===== src/rtl/noc_output_port_sched.sv =====
// ---------------------------------------------------------------------------
// noc_output_port_sched
//   Per-output-port scheduler of the 5-port NoC router (one instance per
//   output N,S,E,W,L). Chooses which input buffer feeds this output and pops
//   that buffer's head flit. The chosen flit goes into a one-entry registered
//   output stage that talks to the link with a valid/ready handshake.
//   Arbitration is round-robin among inputs that request this port. Once a
//   head flit is taken, the input that sent it keeps the port until its tail
//   flit has been popped (wormhole lock).
//
// Parameters
//   FLIT_W   flit width; the top two bits give the flit type:
//            10 head, 00 body, 01 tail, 11 single (head+tail)
//   RR_INIT  input index that has highest priority after reset (0..4)
//
// Ports
//   clk        in   1          clock
//   rst        in   1          synchronous reset, active high
//   req_i      in   5          input k's head flit is routed here (0..4 = N,S,E,W,L)
//   nempty_i   in   5          input buffer k is non-empty
//   head_i     in   5*FLIT_W   head flits; input k at [k*FLIT_W +: FLIT_W]
//   pop_req_o  out  5          one-hot-or-zero pop of input k at this edge
//   data_o     out  FLIT_W     output-stage flit
//   valid_o    out  1          data_o valid
//   ready_i    in   1          downstream takes data_o when valid_o & ready_i
//   err_o      out  1          sticky protocol error
//   flit_cnt_o out  16         flits transferred downstream, wraps mod 2^16
// ---------------------------------------------------------------------------
module noc_output_port_sched #(
  parameter int unsigned FLIT_W  = 16,
  parameter int unsigned RR_INIT = 0
) (
  input  logic                clk,
  input  logic                rst,
  input  logic [4:0]          req_i,
  input  logic [4:0]          nempty_i,
  input  logic [5*FLIT_W-1:0] head_i,
  output logic [4:0]          pop_req_o,
  output logic [FLIT_W-1:0]   data_o,
  output logic                valid_o,
  input  logic                ready_i,
  output logic                err_o,
  output logic [15:0]         flit_cnt_o
);

  localparam int unsigned NP = 5;

  localparam logic [1:0] TYPE_BODY   = 2'b00;
  localparam logic [1:0] TYPE_TAIL   = 2'b01;
  localparam logic [1:0] TYPE_HEAD   = 2'b10;
  localparam logic [1:0] TYPE_SINGLE = 2'b11;

  localparam logic [2:0] RR_RST = 3'(RR_INIT % NP);

  typedef enum logic {
    S_IDLE,
    S_LOCKED
  } state_t;

  state_t      state_q, state_d;
  logic [2:0]  rr_q, rr_d;
  logic [2:0]  owner_q, owner_d;

  logic [FLIT_W-1:0] flit  [NP];
  logic [1:0]        ftype [NP];
  logic [NP-1:0]     eligible;
  logic [NP-1:0]     bad_head;

  logic              can_load;
  logic              found;
  logic [2:0]        pick;
  logic [3:0]        scan_idx;
  logic              pop_fire;
  logic [2:0]        pop_idx;
  logic              err_set;
  logic [FLIT_W-1:0] pop_flit;

  // Increment modulo the number of inputs.
  function automatic logic [2:0] inc5(input logic [2:0] x);
    return (x == 3'd4) ? 3'd0 : x + 3'd1;
  endfunction

  // Split the flat head bus and classify each head flit.
  always_comb begin
    for (int unsigned k = 0; k < NP; k++) begin
      flit[k]  = head_i[k*FLIT_W +: FLIT_W];
      ftype[k] = head_i[k*FLIT_W + FLIT_W - 2 +: 2];
    end
  end

  // A packet may only start with a head or single flit; a body/tail flit at a
  // requesting head while idle means the upstream framing is broken.
  always_comb begin
    for (int unsigned k = 0; k < NP; k++) begin
      eligible[k] = req_i[k] & nempty_i[k] & ftype[k][1];
      bad_head[k] = req_i[k] & nempty_i[k] & ~ftype[k][1];
    end
  end

  // Output stage may accept a new flit when empty or emptying this cycle.
  assign can_load = ~valid_o | ready_i;

  // Round-robin search: first eligible input starting at rr_q.
  always_comb begin
    found    = 1'b0;
    pick     = '0;
    scan_idx = '0;
    for (int unsigned i = 0; i < NP; i++) begin
      scan_idx = {1'b0, rr_q} + 4'(i);
      if (scan_idx >= 4'(NP)) begin
        scan_idx = scan_idx - 4'(NP);
      end
      if (!found && eligible[scan_idx[2:0]]) begin
        found = 1'b1;
        pick  = scan_idx[2:0];
      end
    end
  end

  // Next-state and pop decision.
  always_comb begin
    state_d  = state_q;
    rr_d     = rr_q;
    owner_d  = owner_q;
    pop_fire = 1'b0;
    pop_idx  = owner_q;
    err_set  = 1'b0;

    case (state_q)
      S_IDLE: begin
        err_set = |bad_head;
        if (found && can_load) begin
          pop_fire = 1'b1;
          pop_idx  = pick;
          if (ftype[pick] == TYPE_SINGLE) begin
            rr_d = inc5(pick);
          end else begin
            state_d = S_LOCKED;
            owner_d = pick;
          end
        end
      end

      S_LOCKED: begin
        if (nempty_i[owner_q] && can_load) begin
          pop_fire = 1'b1;
          pop_idx  = owner_q;
          case (ftype[owner_q])
            TYPE_TAIL: begin
              state_d = S_IDLE;
              rr_d    = inc5(owner_q);
            end
            TYPE_HEAD, TYPE_SINGLE: begin
              // Flit is still forwarded; the lock is kept so the rest of the
              // owner's stream is not interleaved with other inputs.
              err_set = 1'b1;
            end
            TYPE_BODY: begin
              state_d = S_LOCKED;
            end
            default: begin
              state_d = S_LOCKED;
            end
          endcase
        end
      end

      default: begin
        state_d = S_IDLE;
      end
    endcase
  end

  // Pop request is combinational and suppressed while reset is asserted.
  always_comb begin
    for (int unsigned k = 0; k < NP; k++) begin
      pop_req_o[k] = pop_fire & ~rst & (pop_idx == 3'(k));
    end
  end

  assign pop_flit = flit[pop_idx];

  // FSM state register.
  always_ff @(posedge clk) begin
    if (rst) begin
      state_q <= S_IDLE;
      rr_q    <= RR_RST;
      owner_q <= '0;
    end else begin
      state_q <= state_d;
      rr_q    <= rr_d;
      owner_q <= owner_d;
    end
  end

  // Output stage, error flag and transfer counter.
  always_ff @(posedge clk) begin
    if (rst) begin
      data_o     <= '0;
      valid_o    <= 1'b0;
      err_o      <= 1'b0;
      flit_cnt_o <= '0;
    end else begin
      if (pop_fire) begin
        data_o  <= pop_flit;
        valid_o <= 1'b1;
      end else if (ready_i) begin
        valid_o <= 1'b0;
      end
      if (valid_o && ready_i) begin
        flit_cnt_o <= flit_cnt_o + 16'd1;
      end
      if (err_set) begin
        err_o <= 1'b1;
      end
    end
  end

endmodule


===== config.mk =====
export PLATFORM = sky130hd
export DESIGN_NAME = noc_output_port_sched
export DESIGN_NICKNAME = d
export VERILOG_FILES = /design/src/rtl/noc_output_port_sched.sv
export SDC_FILE = /design/constraint.sdc
export NUM_CORES = 1
export LEC_CHECK = 0
export ABC_CLOCK_PERIOD_IN_PS = 3900
export BUFFER_PORTS_ARGS = -buffer_cell sky130_fd_sc_hd__buf_2
export CORE_MARGIN = 3
export CORE_UTILIZATION = 40
export DETAILED_ROUTE_END_ITERATION = 16
export PLACE_DENSITY = 0.67
export REMOVE_ABC_BUFFERS = 1
export SYNTH_ARGS = -nofsm -noshare
export SYNTH_HDL_FRONTEND = slang
export SYNTH_SLANG_ARGS = --single-unit

===== constraint.sdc =====
create_clock -name clk -period 3.9 [get_ports clk]
set_clock_uncertainty 0.15 [all_clocks]
set_input_delay 0.195 -clock clk [delete_from_list [all_inputs] [get_ports clk]]
set_output_delay 0.195 -clock clk [all_outputs]
set_load 0.05 [all_outputs]

==> impl_summary.log <==
[metrics] Worst Hold Path Cells: 3
[metrics] share of layout cells above drive strength 1: between 40 and 50%
[metrics] slew at the pin with the worst max-slew slack: ~0.60 ns
[metrics] reg-to-reg critical path startpoint: rr_q[1]
[metrics] clock latency of the later-clocked register in the worst-skew pair: about 0.31 ns
[metrics] ant diodes: 0
[metrics] number of antenna-violating nets in the routed design: 0
[metrics] ratio of routed vias to standard cells: between 6 and 7
[metrics] number of port buffers: 131
[metrics] vias in the first global route: 5543
[metrics] violations in the final reports: negative setup slack
[metrics] combined area of all synthesized cells: roughly 4400 um2
[metrics] overall global routing resource usage: between 20% and 30%
[metrics] post-detailed-placement cell area: 5760 um2
[metrics] headroom to the max-slew limit: approximately 60%
[metrics] num ports: between 100 and 150
[metrics] DRC violations left: 0
[metrics] fraction of synthesized cell area taken by the top area cell type: between 10% and 20%
[metrics] area growth from synthesis to layout: 51.5%
[metrics] worst hold slack across all endpoints: around 0.024 ns
[metrics] cell mode on critical path: buf_6
[metrics] number of endpoints failing setup at the final stage: 27
[metrics] Die Wd: between 100 and 150 um
[metrics] Final Net Count: 894
[metrics] Post-Layout Cell Count: 925
[metrics] post-route cell area: about 6700 um2
[metrics] endpoint required time on the critical path: between 3 and 4 ns
[metrics] placed cells: slightly below 900
[metrics] sequential share of the synthesized area: 18.6%
[metrics] EDFF count, synth: 0
[metrics] core region area: approximately 11000 um2
[metrics] power per standard cell area: about 700 nW/um2
[metrics] critical path startpoint category: flop
[metrics] Max clock buf depth: 2
[metrics] clock-pin transition on the worst setup and hold timing paths: roughly 0.08 ns
[metrics] worst r2r path cells: 19
[metrics] cell breakdown of the critical path: buf_6 -> fa_2 -> buf_6 -> or3b_1 -> o31ai_2 -> o211ai_1 -> and3_1 -> mux2_4 -> o221ai_2 -> buf_4 -> a211oi_4 -> a21oi_2 -> or3b_4 -> nor2_4 -> buf_8
[metrics] end of the worst register-to-register path: data_o[12]
[metrics] commonest cells in the netlist: nor2_1, dfxtp_1, mux2i_1, nand2_1, a21oi_1
[metrics] Final Wtd Congestion: between 0.9 and 1
[metrics] maximum number of pins on one net before global-route repair: 35
[metrics] clock tree from TritonCTS: built
[metrics] end point of the worst hold path: data_o[14]
[metrics] Max Clk Rate: approximately 240 MHz
[metrics] slowest cell delay on critical path: around 0.45 ns
[metrics] number of buffers added to fix hold violations after cts: 0
[metrics] critical path buffer and inverter count: 4
[metrics] maximum level of the CTS H-tree: 2
[metrics] RSZ-0062 raised after global routing: yes
[metrics] count of final hold-check violations: 0
[metrics] cell types with the largest area share after synthesis: dfxtp_1, mux2i_1, nor2_1, a221oi_1, a21oi_1
[metrics] starting utilization of the core area: between 40% and 50%
[metrics] max-slew violation count: 0
[metrics] outcome: finished, violations left
[metrics] Critical Path AT: ~3.9 ns
[metrics] Gate Count Post-Synth: 572
[metrics] final design utilization: between 60% and 70%
[metrics] clock tree sinks: 41
[metrics] share of synthesized flip-flops with an asynchronous set or reset: 0%
[metrics] count of distinct cell types in the synthesized netlist: between 70 and 80
[metrics] predominant post-synthesis flop cell: dfxtp_1
[metrics] via total after detailed routing: approximately 5600
[metrics] Die Span Y: approximately 110 um
[metrics] count leader, synth: nor2_1
[metrics] cell type contributing the most total cell area after synthesis: dfxtp_1
[metrics] CP max stage cell: fa_2
[metrics] final worst-path setup slack: -0.325 ns
[metrics] leakage power of the design: about 0.003 uW
[metrics] TritonCTS Buffers: 5
[metrics] antenna violations before repair: 0
[metrics] routed length per instance: 18.5 um
[metrics] GRT overflow: 0
[metrics] Synth warnings: 0
[metrics] HPWL after detailed placement: roughly 12 mm
[metrics] wire length of the first global-routing pass: between 20 and 30 mm
[metrics] number of fill cells: 860
[metrics] initial drt markers: 506
[metrics] mean post-synth cell area: 7.70 um2
[metrics] critical path peak fanout: 5
[metrics] sum of internal, switching and leakage power: 4610 uW
[metrics] total routed wirelength: between 15 and 20 mm
[metrics] type of destination of the critical path: primary output
[metrics] hold wc startpoint: head_i[78]
[metrics] min-delay worst type: in2reg
[metrics] IR Drop Worst-Case VDD: around 0.51 mV
[metrics] number of detailed-route iterations in the first pass: 5
[metrics] R2R Setup Slk: -0.19 ns
[metrics] master cell of the clock root buffer: clkbuf_8
[metrics] kind of cell adding the most delay to the critical path: simple AND/OR/NAND/NOR gates
[metrics] category of the critical setup timing path: reg2out
[metrics] total die area: 12300 um2
[metrics] count of max-cap constraint violations: 0
[metrics] post-route minimum period: around 4.2 ns
[metrics] register bit total from synthesis: 41
[metrics] Period Utilization, post-route: 108%
[metrics] number of cell rows: 37
## sequential cells by signal, summed over array words and instances (netlist names)
name and count:
data_o 16, flit_cnt_o 16, owner_q 3, rr_q 3, err_o 1, state_q 1, valid_o 1
## layout make-up
cell class              instances  area (um2)  area share (%)
repair buffers                247        1710            25.6
inverters                      13        60.1           0.900
well taps                     136         170            2.55
multi-input cells             480        3790            56.8
flip-flops and latches         41         828            12.4
clock buffers                   5        68.8            1.03
clock inverters                 3        46.3           0.694
## routing by layer
metal / vias to the layer above / wire length [um] / GRT usage [%] / share of wire [%]
met3: 47 / 1340 / 4.09 / 7.8
met1: 2651 / 6730 / 30.5 / 39
met4: 0 / 492 / 9.85 / 2.9
met2: 266 / 8590 / 43.9 / 50
met5: - / 0 / 0 / 0
li1: 2625 / - / - / -
## what timing repair did
| action | CTS | global route |
|---|---|---|
| resized for setup | 56 | 69 |
| setup endpoints to repair | 28 | 28 |
| cloned | 0 | 2 |
| pin swaps | 17 | 46 |
| setup buffers | 13 | 19 |
| hold endpoints to repair | 0 | 0 |
## metrics by stage
| stage | setup slack (ns) | setup TNS, ns |
|---|---|---|
| CTS | -0.289 | -2.81 |
| finish | -0.325 | -2.90 |
| global placement | -0.164 | -2.19 |
| floorplan | -1.74 | -29.79 |
| global route | -0.443 | -7.28 |
| detailed placement | -0.300 | -6.15 |
## cell usage in the layout (no fill, tap or decap), types with 5 or more instances in the layout
| cell | count |
|---|---|
| buf_6 | 15 |
| o22ai_1 | 18 |
| nand3_1 | 18 |
| nor2_1 | 66 |
| dfxtp_1 | 37 |
| buf_4 | 95 |
| nor3_1 | 9 |
| buf_2 | 126 |
| xnor2_1 | 5 |
| and2_1 | 6 |
| ha_1 | 6 |
| a211oi_1 | 8 |
| a21oi_1 | 27 |
| xor2_1 | 9 |
| nand2b_1 | 6 |
| or3_1 | 10 |
| a221oi_1 | 5 |
| nor2b_1 | 5 |
| clkbuf_8 | 5 |
| a221oi_2 | 21 |
| o21ai_0 | 14 |
| inv_2 | 5 |
| a21oi_2 | 6 |
| buf_8 | 5 |
| nand2_1 | 41 |
| mux2i_1 | 39 |
| and3_1 | 10 |
| a22o_1 | 17 |
| nand4_1 | 6 |
| o31ai_1 | 6 |
| a21o_1 | 19 |
| o211ai_1 | 5 |
| buf_12 | 6 |
| inv_1 | 6 |
| nor2_4 | 5 |
## report_power, final
part | leakage (uW) | total [uW] | internal [uW] | switching (uW)
Sequential | 0.000336 | 568 | 484 | 84.1
Clock | 0.0000543 | 360 | 192 | 169
Combinational | 0.00262 | 3680 | 1710 | 1970
## worst reg2reg max path, cell delays in order, from the launching register on
cell and delay (ns):
dfxtp_4 0.39, clkinvlp_4 0.16, ha_4 0.32, buf_6 0.11
nand2b_4 0.05, o32a_4 0.34, o211a_1 0.16, o21a_1 0.22
buf_6 0.13, or3_4 0.38, o41ai_4 0.28, buf_4 0.22
buf_12 0.12, a21oi_4 0.07, and2_4 0.20, buf_12 0.14
buf_6 0.11, buf_6 0.10, a22o_1 0.21, a21o_1 0.16
## cells by family (layout without fill, tap and decap cells)
kind of cell	after synthesis	after routing	share of synthesized area, %
mux	45	45	10.6
fa+ha+maj	13	13	3.86
simple gates	207	209	23.6
flops	41	41	18.6
xor+xnor	14	14	2.78
compound gates	199	199	35.1
buf+inv	53	268	5.45
## worst max path at each step
stage	start	endpoint	slack (ns)	cells after the start
floorplan	rr_q[0]	pop_req_o[0]	-1.74	14
global placement	rr_q[0]	owner_q[0]	-0.16	17
detailed placement	rr_q[0]	owner_q[0]	-0.30	17
CTS	rr_q[0]	pop_req_o[0]	-0.29	15
global route	rr_q[0]	pop_req_o[1]	-0.44	16
finish	rr_q[1]	pop_req_o[1]	-0.32	15
Power figures use the tool's default switching activity.
